===== config.mk =====
export PLATFORM = sky130hd
export DESIGN_NAME = instr_loader
export DESIGN_NICKNAME = d
export VERILOG_FILES = /design/src/rtl/instr_loader_pkg.sv /design/src/rtl/instr_loader_byte_assembler.sv /design/src/rtl/instr_loader.sv
export SDC_FILE = /design/constraint.sdc
export NUM_CORES = 1
export LEC_CHECK = 0
export ABC_AREA = 0
export BUFFER_PORTS_ARGS = -buffer_cell sky130_fd_sc_hd__clkbuf_2
export CAP_MARGIN = 20
export CORE_AREA = 2 2 95 97
export DETAILED_ROUTE_END_ITERATION = 8
export DIE_AREA = 0 0 97 99
export PLACE_DENSITY_LB_ADDON = 0.15
export SETUP_SLACK_MARGIN = 0.15
export SLEW_MARGIN = 25
export SYNTH_ARGS = -nofsm -noshare
export SYNTH_HDL_FRONTEND = slang
export SYNTH_SLANG_ARGS = --single-unit

===== constraint.sdc =====
create_clock -name i_clk -period 2.1 [get_ports i_clk]
set_input_delay 0.21 -clock i_clk [delete_from_list [all_inputs] [get_ports i_clk]]
set_output_delay 0.21 -clock i_clk [all_outputs]
set_load 0.05 [all_outputs]

===== src/rtl/instr_loader_pkg.sv =====
// Shared definitions for the instruction loader: FSM state encoding and the
// default end-of-program marker.
package instr_loader_pkg;

  // CHECK is only entered when the checksum feature is built in.
  typedef enum logic [2:0] {
    StIdle  = 3'd0,
    StRecv  = 3'd1,
    StWrite = 3'd2,
    StCheck = 3'd3,
    StDone  = 3'd4
  } loader_state_e;

  localparam logic [31:0] HaltWordDefault = 32'hFFFF_FFFF;

endpackage


===== src/rtl/instr_loader_byte_assembler.sv =====
// Byte-to-word assembler for the instruction loader.
// Collects four accepted bytes big-endian (first byte ends up in the MSBs) and
// flags the cycle in which the fourth byte is accepted.
// Ports:
//   clk_i        clock
//   rst_i        synchronous active-high reset
//   clear_i      restart assembly (byte index and word cleared)
//   accept_i     a byte is transferred this cycle
//   byte_i       the transferred byte
//   word_o       assembled word (shift register contents)
//   word_valid_o fourth byte of a word is being accepted this cycle
module instr_loader_byte_assembler #(
  parameter int unsigned ByteWidth = 8,
  parameter int unsigned DataWidth = 32
) (
  input  logic                 clk_i,
  input  logic                 rst_i,
  input  logic                 clear_i,
  input  logic                 accept_i,
  input  logic [ByteWidth-1:0] byte_i,
  output logic [DataWidth-1:0] word_o,
  output logic                 word_valid_o
);

  logic [1:0]           idx_q, idx_d;
  logic [DataWidth-1:0] word_q, word_d;

  always_comb begin
    idx_d  = idx_q;
    word_d = word_q;
    if (clear_i) begin
      idx_d  = '0;
      word_d = '0;
    end else if (accept_i) begin
      // Index wraps 3 -> 0 so the next word starts cleanly.
      idx_d  = idx_q + 2'd1;
      word_d = {word_q[DataWidth-ByteWidth-1:0], byte_i};
    end
  end

  always_ff @(posedge clk_i) begin
    if (rst_i) begin
      idx_q  <= '0;
      word_q <= '0;
    end else begin
      idx_q  <= idx_d;
      word_q <= word_d;
    end
  end

  assign word_o       = word_q;
  assign word_valid_o = accept_i && !clear_i && (idx_q == 2'd3);

endmodule


===== src/rtl/instr_loader.sv =====
// Instruction-memory loader: turns a valid/ready byte stream into 32-bit
// writes at byte addresses 0, 4, 8, ... until the halt word has been written.
// Optional feature macro: LOADER_CHECKSUM_EN adds a running XOR of all
// accepted bytes and a trailing checksum byte checked in the CHECK state.
// Ports:
//   i_clk, i_reset     clock, synchronous active-high reset
//   i_start            begin a load (honoured in IDLE or DONE only)
//   i_rx_data/valid    incoming byte stream; o_rx_ready is the accept side
//   o_imem_we/addr/wdata  instruction-memory write port
//   o_busy             load in progress
//   o_done             load finished (sticky until next start)
//   o_overflow         program exceeded MaxWords (sticky)
//   o_chk_err          checksum mismatch (sticky; 0 without the feature)
//   o_word_count       words written during this load
module instr_loader
  import instr_loader_pkg::*;
#(
  parameter int unsigned          ByteWidth = 8,
  parameter int unsigned          DataWidth = 32,
  parameter int unsigned          AddrWidth = 32,
  parameter int unsigned          MaxWords  = 256,
  parameter logic [DataWidth-1:0] HaltWord  = HaltWordDefault
) (
  input  logic                 i_clk,
  input  logic                 i_reset,
  input  logic                 i_start,
  input  logic [ByteWidth-1:0] i_rx_data,
  input  logic                 i_rx_valid,
  output logic                 o_rx_ready,
  output logic                 o_imem_we,
  output logic [AddrWidth-1:0] o_imem_addr,
  output logic [DataWidth-1:0] o_imem_wdata,
  output logic                 o_busy,
  output logic                 o_done,
  output logic                 o_overflow,
  output logic                 o_chk_err,
  output logic [AddrWidth-1:0] o_word_count
);

  loader_state_e state_q, state_d;

  logic [AddrWidth-1:0] addr_q, addr_d;
  logic [AddrWidth-1:0] count_q, count_d;
  logic                 ovf_q, ovf_d;
  logic [AddrWidth-1:0] addr_plus_four;

  logic accept;
  logic start_ok;
  logic asm_accept;
  logic word_done;
  logic full;
  logic is_halt;

  assign accept     = i_rx_valid && o_rx_ready;
  assign start_ok   = i_start && ((state_q == StIdle) || (state_q == StDone));
  assign asm_accept = accept && (state_q == StRecv);
  assign full       = (count_q == AddrWidth'(MaxWords));
  assign is_halt    = (o_imem_wdata == HaltWord);

  // adder_four: next word address, wraps modulo 2^AddrWidth.
  assign addr_plus_four = addr_q + AddrWidth'(4);

  instr_loader_byte_assembler #(
    .ByteWidth(ByteWidth),
    .DataWidth(DataWidth)
  ) u_byte_assembler (
    .clk_i       (i_clk),
    .rst_i       (i_reset),
    .clear_i     (start_ok),
    .accept_i    (asm_accept),
    .byte_i      (i_rx_data),
    .word_o      (o_imem_wdata),
    .word_valid_o(word_done)
  );

  // State register
  always_ff @(posedge i_clk) begin
    if (i_reset) begin
      state_q <= StIdle;
    end else begin
      state_q <= state_d;
    end
  end

  // Next-state logic
  always_comb begin
    state_d = state_q;
    unique case (state_q)
      StIdle, StDone: begin
        if (i_start) state_d = StRecv;
      end
      StRecv: begin
        // A completed word that does not fit is dropped and ends the load.
        if (word_done) state_d = full ? StDone : StWrite;
      end
      StWrite: begin
        if (is_halt) begin
`ifdef LOADER_CHECKSUM_EN
          state_d = StCheck;
`else
          state_d = StDone;
`endif
        end else begin
          state_d = StRecv;
        end
      end
`ifdef LOADER_CHECKSUM_EN
      StCheck: begin
        if (accept) state_d = StDone;
      end
`endif
      default: state_d = StIdle;
    endcase
  end

  // Output decode
  always_comb begin
    o_rx_ready = 1'b0;
    o_imem_we  = 1'b0;
    o_busy     = 1'b0;
    o_done     = 1'b0;
    unique case (state_q)
      StRecv: begin
        o_rx_ready = 1'b1;
        o_busy     = 1'b1;
      end
      StWrite: begin
        o_imem_we = 1'b1;
        o_busy    = 1'b1;
      end
`ifdef LOADER_CHECKSUM_EN
      StCheck: begin
        o_rx_ready = 1'b1;
        o_busy     = 1'b1;
      end
`endif
      StDone:  o_done = 1'b1;
      default: ;
    endcase
  end

  // Address, word count and overflow flag
  always_comb begin
    addr_d  = addr_q;
    count_d = count_q;
    ovf_d   = ovf_q;
    if (start_ok) begin
      addr_d  = '0;
      count_d = '0;
      ovf_d   = 1'b0;
    end else if (state_q == StWrite) begin
      addr_d  = addr_plus_four;
      count_d = count_q + AddrWidth'(1);
    end else if ((state_q == StRecv) && word_done && full) begin
      ovf_d = 1'b1;
    end
  end

  always_ff @(posedge i_clk) begin
    if (i_reset) begin
      addr_q  <= '0;
      count_q <= '0;
      ovf_q   <= 1'b0;
    end else begin
      addr_q  <= addr_d;
      count_q <= count_d;
      ovf_q   <= ovf_d;
    end
  end

  assign o_imem_addr  = addr_q;
  assign o_word_count = count_q;
  assign o_overflow   = ovf_q;

`ifdef LOADER_CHECKSUM_EN
  logic [ByteWidth-1:0] xor_q, xor_d;
  logic                 chk_err_q, chk_err_d;

  always_comb begin
    xor_d     = xor_q;
    chk_err_d = chk_err_q;
    if (start_ok) begin
      xor_d     = '0;
      chk_err_d = 1'b0;
    end else if (asm_accept) begin
      xor_d = xor_q ^ i_rx_data;
    end else if ((state_q == StCheck) && accept) begin
      chk_err_d = (i_rx_data != xor_q);
    end
  end

  always_ff @(posedge i_clk) begin
    if (i_reset) begin
      xor_q     <= '0;
      chk_err_q <= 1'b0;
    end else begin
      xor_q     <= xor_d;
      chk_err_q <= chk_err_d;
    end
  end

  assign o_chk_err = chk_err_q;
`else
  assign o_chk_err = 1'b0;
`endif

endmodule


==> impl_metrics.toml, run 1 <==
[drt]
post_drt_wl_per_cell_um = 15.3
drc_errors = 0
dr.pass1.iters = 5
via_per_inst = 5.87
routed_wl_mm = 11.9
first_iter_violations = 236
num_vias = 4558
antenna_left = 0

[clocking]
path_clk_slew_ps = 100
clk_latency_ps = 360
tritoncts = "done"
hold_buffers = 0
cts_htree_levels = 3
clock_sinks = 100
cts_max_path_buffers = 2
root_buffer = "clkbuf_8"
cts-buffers-inserted = 9

[synthesis]
yosys_warnings = 0
synth_seq_area_share_pct = 44.7
netlist_instances = 547
synth_seq_cells = 100
ys_types = 38
synth_edf_count = 0
async_flop_share_pct = 0
postSynthAreaPerCell_um2 = 8.19
synth_flop_cell = "dfxtp_1"
synth_area_um2 = 4480

[power_and_ir_drop]
power_density_nw_per_um2 = 608
leakage_nw = 2.03
ir_worst_vdd_mv = 0.375
design_power_total_mw = 3.44

[worst_setup_path]
crit_arrival_ps = 2240
critical_path_class = "flop to flop"
rr_endpoint = "o_imem_addr[21]$_SDFFE_PP0P_"
startpoint = "o_imem_addr[11]$_SDFFE_PP0P_"
cp.required_ps = 2400
cp_max_fo = 7
reg2reg_from = "o_imem_addr[11]$_SDFFE_PP0P_"
rrSetupSlack_ps = 160
reg2regPathDepth = 4
crit_end = "o_imem_addr[21]$_SDFFE_PP0P_"
startpoint_type = "flop"
cp-end-kind = "flop"

[timing]
final-max-slew-violation-count = 0
fin_crit_sh_pct = 92.3
finalHoldViolations = 0
skew_ps = 17.3
fmax_mhz = 516
setup_tns_ps = 0
maxSlewHeadroom_pct = 66.2
rsz0062_at_grt = "yes"
worstMarginPinSlew_ps = 507
fin_crit_ps = 1940
final-setup-viol-count = 0

[global_routing]
grt_pass1_wl_mm = 19.4
antenna_found_initial = 0
grt_max_degree = 48
track_usage_pct = 24.0
grt_pass1_vias = 4301
overflow = 0

[layout]
nets = 680
fillers = 768
utilization_pct = 66.2
drive_above_1_share_pct = 30.8
regArea_um2 = 2080
final_cell_mix = "108 x clkbuf_2, 93 x nand2_1, 71 x a21oi_1"
final_common_cell = "clkbuf_2"
n_antenna_cell = 0
multi_input_area_um2 = 2400
area_growth_pct = 26.2

[floorplan]
die_x_um = 97
dieHeight_um = 99
io_pins = 114
initial_utilization_pct = 52.4
core_area_um2 = 8550
die_area_um2 = 9600
rows = 34

[run]
drv_cap = 0

[place]
hpwlAfterDp_mm = 8.20
gp_congestion = 0.911
port_buffers = 110

[outcome]
status = "finished, final reports clean"

[worst_hold_path]
worst_hold_path_type = "input pin to flop"
## timing repair
item / CTS / global route
setup buffers: 0 / 5
cloned: 0 / 2
pin swaps: 0 / 6
resized for setup: 3 / 11
endpoints found under the setup margin: 8 / 23
endpoints found under the hold margin: 0 / 0
## layout make-up
type	instances	area share, %
Multi-Input combinational cell	406	42.4
Sequential cell	100	36.8
Tap cell	108	2.39
Clock buffer	11	2.50
Timing Repair Buffer	135	13.6
Inverter	12	0.796
Clock inverter	5	1.50
## power by group
group	total (mW)	leakage (nW)	internal, mW	switching (mW)
sequential	1.89	0.829	1.88	0.00706
combinational	0.176	1.09	0.0486	0.128
clock	1.37	0.110	0.709	0.663
## kinds of logic after synthesis
family | count (synthesis) | share of synthesized area, %
mux | 4 | 0.894
simple gates | 260 | 30.8
fa+ha+maj | 4 | 1.12
buf+inv | 45 | 4.30
flops | 100 | 44.7
xor+xnor | 21 | 4.11
other cells | 1 | 0.0837
compound gates | 112 | 14.0
## state kept, by name (all words and copies together), names as in the netlist
| signal | cells |
|---|---|
| u_byte_assembler.word_o | 32 |
| o_word_count | 32 |
| o_imem_addr | 30 |
| state_q | 3 |
| o_overflow | 1 |
| u_byte_assembler.idx_q | 2 |
## cells in the mapped netlist (4+ instances only)
master	count	share of area [%]
ha_1	4	1.1
nor4_1	12	1.7
nor3_1	8	0.89
inv_1	12	1.0
dfxtp_1	100	45
nand3_1	20	2.2
or3_1	19	2.7
nand4_1	24	3.4
xnor2_1	13	2.5
a21oi_1	71	7.9
clkbuf_1	23	1.9
mux2i_1	4	0.89
o31ai_1	20	3.4
or4_1	28	4.7
nand2_1	93	7.8
buf_2	4	0.45
and3_1	6	0.84
xor2_1	8	1.6
o21ai_0	16	1.8
nor2_1	28	2.3
and4_1	5	0.98
## stage by stage
step,setup WS [ps],cell area (µm²),hold slack [ps],std cells
2_1_floorplan,151,4590,346,549
3_3_place_gp,153,5310,433,754
3_5_place_dp,86.6,5310,441,754
4_1_cts,154,5550,56.5,770
5_1_grt,125,5660,79.4,777
6_report,161,5660,63.5,777
## worst max-delay path, stage by stage, from the launching register on
cell     delay [ps]
dfxtp_4         370
nand4_1         220
or4_4           650
or4_1           480
a21oi_1         150
## metal layers
metal | track usage (%) | vias to the layer above | share of wire [%]
met2 | 41.2 | 136 | 49
li1 | - | 2220 | -
met3 | 4.75 | 18 | 6.0
met1 | 30.0 | 2184 | 44
met5 | 0 | - | 0
met4 | 8.99 | 0 | 1.4
## worst min-delay path by stage
| stage | startpoint | end | slack, ps | depth (start not counted) |
|---|---|---|---|---|
| 6_report | i_rx_data[5] | u_byte_assembler.word_o[5]$_SDFFE_PP0P_ | 60 | 3 |
| 3_5_place_dp | i_rx_data[7] | u_byte_assembler.word_o[7]$_SDFFE_PP0P_ | 440 | 3 |
| 4_1_cts | i_rx_data[5] | u_byte_assembler.word_o[5]$_SDFFE_PP0P_ | 60 | 3 |
| 2_1_floorplan | i_rx_data[0] | u_byte_assembler.word_o[0]$_SDFFE_PP0P_ | 350 | 2 |
| 5_1_grt | i_rx_data[7] | u_byte_assembler.word_o[7]$_SDFFE_PP0P_ | 80 | 3 |
| 3_3_place_gp | i_rx_data[6] | u_byte_assembler.word_o[6]$_SDFFE_PP0P_ | 430 | 3 |
Note: power is estimated with default switching activity, not from simulation.
==> run 2, diff against run 1 <==
- CORE_AREA: 2 2 95 97 -> 2 2 118 120
- DIE_AREA: 0 0 97 99 -> 0 0 120 122
==> run 2 against run 1 <==
First-iteration DRC count fell by 11%. Final area is 3.6% higher. Register-to-register slack better by 30 ps. Critical path type unchanged. Sequential power hardly changed. Wire length is 4.9% higher. Largest cell class unchanged.
==> impl_metrics.toml, run 2 (synthesis results as in run 1) <==
[outcome]
status = "finished, final reports clean"

[global_routing]
overflow = 0
grt_pass1_wl_mm = 20.0
grt_pass1_vias = 3994
grt_max_degree = 51
track_usage_pct = 16.9
antenna_found_initial = 0

[timing]
final-max-slew-violation-count = 0
maxSlewHeadroom_pct = 63.0
rsz0062_at_grt = "yes"
finalHoldViolations = 0
skew_ps = 6.37
fmax_mhz = 523
fin_crit_ps = 1910
final-setup-viol-count = 0
setup_tns_ps = 0
worstMarginPinSlew_ps = 554
fin_crit_sh_pct = 91.0

[layout]
drive_above_1_share_pct = 31.9
area_growth_pct = 30.7
nets = 686
final_cells = 855
fillers = 1421
final_cell_mix = "108 x clkbuf_2, 93 x nand2_1, 70 x a21oi_1"
final_common_cell = "clkbuf_2"
multi_input_area_um2 = 2390
n_antenna_cell = 0
regArea_um2 = 2080

[worst_setup_path]
crit_path_frequent_cell = "or4_4"
cp_max_fo = 8
cp.depth = 4
reg2regPathDepth = 4
crit_family = "simple AND/OR/NAND/NOR gates"
cp-end-kind = "flop"
startpoint = "o_imem_addr[5]$_SDFFE_PP0P_"
cp_slowest_cell = "or4_4"
crit_buf_inv = 0
cp.required_ps = 2380
startpoint_type = "flop"
reg2reg_from = "o_imem_addr[5]$_SDFFE_PP0P_"
slowest_delay_ps = 610
critical_path_class = "flop to flop"
crit_end = "o_imem_addr[31]$_SDFFE_PP0P_"
worstPathCellList = "nand4_4, or4_4, or4_4, a21oi_2"
crit_arrival_ps = 2190
rrSetupSlack_ps = 190
rr_endpoint = "o_imem_addr[31]$_SDFFE_PP0P_"

[clocking]
path_clk_slew_ps = 70
clock_sinks = 100
root_buffer = "clkbuf_16"
clk_latency_ps = 340
cts_htree_levels = 3
cts_max_path_buffers = 2
tritoncts = "done"
cts-buffers-inserted = 9
hold_buffers = 0

[drt]
routed_wl_mm = 12.5
drc_errors = 0
dr_wl_met2_mm = 6.14
wl_met1_mm = 5.50
num_vias = 4485
via_per_inst = 5.25
top_layer_used = "met4"
dr.pass1.iters = 5
post_drt_wl_per_cell_um = 14.6
antenna_left = 0
first_iter_violations = 211
wl_met3_um = 764

[power_and_ir_drop]
leakage_nw = 2.09
power_density_nw_per_um2 = 629
ir_worst_vdd_mv = 0.345
design_power_total_mw = 3.68

[floorplan]
io_pins = 114
rows = 43
initial_utilization_pct = 33.2
dieHeight_um = 122
die_x_um = 120
core_area_um2 = 13500
die_area_um2 = 14600

[run]
drv_cap = 0

[worst_hold_path]
worst_hold_path_type = "input pin to flop"

[place]
port_buffers = 110
gp_congestion = 0.777
place_inst = 824
hpwlAfterDp_mm = 8.79
[run 2: changes by cell type in the layout (fill, tap and decap cells not counted), sizes merged]
cell | before | now
clkinv | 2 | 4
bufinv | 2 | 0
buf | 27 | 33
[run 2: where the power goes]
| part | internal [mW] | switching [mW] | leakage [nW] | total, mW |
|---|---|---|---|---|
| sequential | 1.88 | 0.00673 | 0.830 | 1.89 |
| combinational | 0.0486 | 0.129 | 1.12 | 0.178 |
| clock | 0.889 | 0.726 | 0.144 | 1.62 |
| total | 2.82 | 0.862 | 2.09 | 3.68 |
[run 2: repair_timing]
item	4_1_cts	5_1_grt
pin swaps	0	7
setup buffers	0	13
gates resized for setup	3	12
endpoints found under the setup margin	6	21
gates cloned	0	2
[run 2: how the worst min path moves through the flow]
stage	from	end	cells past startpoint
3_3_place_gp	i_rx_data[7]	u_byte_assembler.word_o[7]$_SDFFE_PP0P_	3
3_5_place_dp	i_rx_data[5]	u_byte_assembler.word_o[5]$_SDFFE_PP0P_	3
4_1_cts	i_rx_data[0]	u_byte_assembler.word_o[0]$_SDFFE_PP0P_	3
2_1_floorplan	i_rx_data[0]	u_byte_assembler.word_o[0]$_SDFFE_PP0P_	2
5_1_grt	i_rx_data[5]	u_byte_assembler.word_o[5]$_SDFFE_PP0P_	3
6_report	i_rx_data[5]	u_byte_assembler.word_o[5]$_SDFFE_PP0P_	3
[run 2: per-stage QoR]
stage                     hold slack [ps]  instance area [µm²]  setup slack, ps  util, %
after CTS                            67.9                 5700             87.3     42.2
after detailed placement              440                 5380             66.3     39.8
after global placement                432                 5380              126     39.8
after floorplan                       346                 4590              151        -
after global routing                 88.1                 5860              100     43.4
final                                85.7                 5860              188     43.4
[run 2: layout make-up]
type	count	area share (%)
clock inverter	5	0.598
sequential	100	35.6
tap	180	3.84
multi-input combinational	406	40.8
timing repair buffer	141	14.0
inverter	12	0.769
clock buffer	11	4.40
[run 2: worst reg2reg max path: cells and delay by family, from the launching register on]
family | cells | cell delay (ps)
simple gates | 3 | 1310
flops | 1 | 390
compound gates | 1 | 150
[run 2: routing by layer]
metal	global-route usage (%)	vias to the layer above
met3	5.62	5
met1	21.0	2139
li1	-	2234
met2	28.4	107
met5	0	-
met4	4.19	0
==> run 3, diff against run 2 <==
- CORE_AREA: 2 2 118 120 -> 2 2 109 111
- DIE_AREA: 0 0 120 122 -> 0 0 111 113
- PLACE_DENSITY: unset -> 0.62
- PLACE_DENSITY_LB_ADDON: 0.15 -> unset
==> run 3 against run 2 <==
Fmax down 1.3%. Wire length down 4.4%. Clock skew about the same. Worst setup slack worse by 24 ps. Sequential power about the same. Count of clock-buffer cells in the layout unchanged. Global-route usage up 1.9 points. Critical endpoint is now o_imem_addr[19]$_SDFFE_PP0P_.
==> impl_metrics.toml, run 3 (synthesis results as in run 1) <==
[layout]
area_growth_pct = 27.4
final_cell_mix = "108 x clkbuf_2, 93 x nand2_1, 71 x a21oi_1"
final_cells = 807
nets = 675
n_antenna_cell = 0
final_common_cell = "clkbuf_2"
fillers = 1091
final_area_um2 = 5710
drive_above_1_share_pct = 29.8

[timing]
final-setup-viol-count = 0
final-max-slew-violation-count = 0
rsz0062_at_grt = "yes"
setup_tns_ps = 0
fmax_mhz = 517
skew_ps = 6.83
fin_crit_ps = 1940
fin_crit_sh_pct = 92.2
fin_ws_ps = 164
finalHoldViolations = 0

[global_routing]
track_usage_pct = 18.9
grt_pass1_vias = 4026
overflow = 0
grt_pass1_wl_mm = 19.7
antenna_found_initial = 0
grt_max_degree = 39

[drt]
drc_errors = 0
routed_wl_mm = 11.9
antenna_left = 0
via_per_inst = 5.45
post_drt_wl_per_cell_um = 14.8
first_iter_violations = 226
num_vias = 4401
dr.pass1.iters = 4

[power_and_ir_drop]
ir_worst_vdd_mv = 0.615
internal_power_mw = 2.85
p_clk_share_pct = 43.8
switching_share_pct = 22.5
power_frac_seq_pct = 51.5
design_power_total_mw = 3.68
combPwrFrac_pct = 4.7
power_switching_mw = 0.826
power_density_nw_per_um2 = 644
leakage_nw = 2.04

[outcome]
status = "finished, final reports clean"

[worst_setup_path]
critical_path_class = "flop to flop"
cp.required_ps = 2370
cp-end-kind = "flop"
cp_max_fo = 10
worstPathCellList = "nand4_1, or4_4, buf_4, or3_1, a21oi_1"
startpoint_type = "flop"
crit_arrival_ps = 2210
cp_slowest_cell = "or4_4"
slowest_delay_ps = 610

[clocking]
tritoncts = "done"
path_clk_slew_ps = 60
cts_max_path_buffers = 2
clk_latency_ps = 340
cts_htree_levels = 3
clock_sinks = 100
cts-buffers-inserted = 9
root_buffer = "clkbuf_16"
hold_buffers = 0

[place]
post_dp_cell_area_um2 = 5320
gp_congestion = 0.865
hpwlAfterDp_mm = 8.39
pre_cts_ws_ps = 90.6
place_inst = 785
port_buffers = 110

[floorplan]
die_area_um2 = 12500
dieHeight_um = 113
rows = 39
io_pins = 114
die_x_um = 111
core_area_um2 = 11300
initial_utilization_pct = 39.7

[worst_hold_path]
worst_hold_path_type = "input pin to flop"

[run]
drv_cap = 0
-- run 3: cell count changes in the layout (fill, tap and decap cells not counted), sizes merged --
| cell | change |
|---|---|
| buf | -10 |
| bufinv | +1 |
| clkinv | -1 |
| or4 | -1 |
-- run 3: metrics by stage --
stage          hold slack, ps  utilization (%)
5_1_grt                  76.7             50.6
4_1_cts                  77.3             50.0
2_1_floorplan             346                -
3_3_place_gp              433             47.2
6_report                 86.0             50.6
3_5_place_dp              440             47.2
-- run 3: area by class of cell --
type | count | area, µm² | share of cell area, %
sequential | 100 | 2080 | 36.5
inverter | 12 | 45.0 | 0.789
clock buffer | 11 | 233 | 4.08
multi-input combinational | 405 | 2370 | 41.5
tap | 143 | 179 | 3.14
clock inverter | 5 | 52.6 | 0.921
timing repair buffer | 131 | 746 | 13.1
-- run 3: worst max-delay path: cells and delay by family (launching register included) --
family / cells / cell delay, ps
and+or+nand+nor: 3 / 1170
DFF: 1 / 370
AOI/OAI and AO/OA: 1 / 140
buffers and inverters: 1 / 180
-- run 3: power groups by stage --
stage	clock network [mW]	logic (mW)	registers, mW
final	1.61	0.173	1.89
after global routing	1.73	0.188	1.89
after CTS	1.66	0.173	1.89
after detailed placement	0	0.171	1.93
after global placement	0	0.172	1.93
after floorplan	0	0.114	1.95
-- run 3: final timing paths --
| kind | startpoint | end | slack [ps] | cells past startpoint |
|---|---|---|---|---|
| max | o_imem_addr[14]$_SDFFE_PP0P_ | o_imem_addr[19]$_SDFFE_PP0P_ | 160 | 5 |
| min | i_rx_data[7] | u_byte_assembler.word_o[7]$_SDFFE_PP0P_ | 90 | 3 |
| max reg2reg | o_imem_addr[14]$_SDFFE_PP0P_ | o_imem_addr[19]$_SDFFE_PP0P_ | 160 | 5 |
| min reg2reg | u_byte_assembler.idx_q[1]$_SDFFE_PP0P_ | u_byte_assembler.idx_q[1]$_SDFFE_PP0P_ | 470 | 2 |
-- run 3: layer usage --
metal | vias up | GRT usage, % | part of all wire [%]
li1 | 2218 | - | -
met1 | 2070 | 23.5 | 45
met2 | 105 | 31.7 | 48
met3 | 8 | 6.27 | 5.8
met4 | 0 | 4.83 | 1.0
met5 | - | 0 | 0
-- run 3: what timing repair did --
action / in CTS / in global routing
gates resized for setup: 6 / 5
pin swaps: 0 / 2
endpoints found under the setup margin: 6 / 17
cloned: 0 / 1
setup buffers: 0 / 5
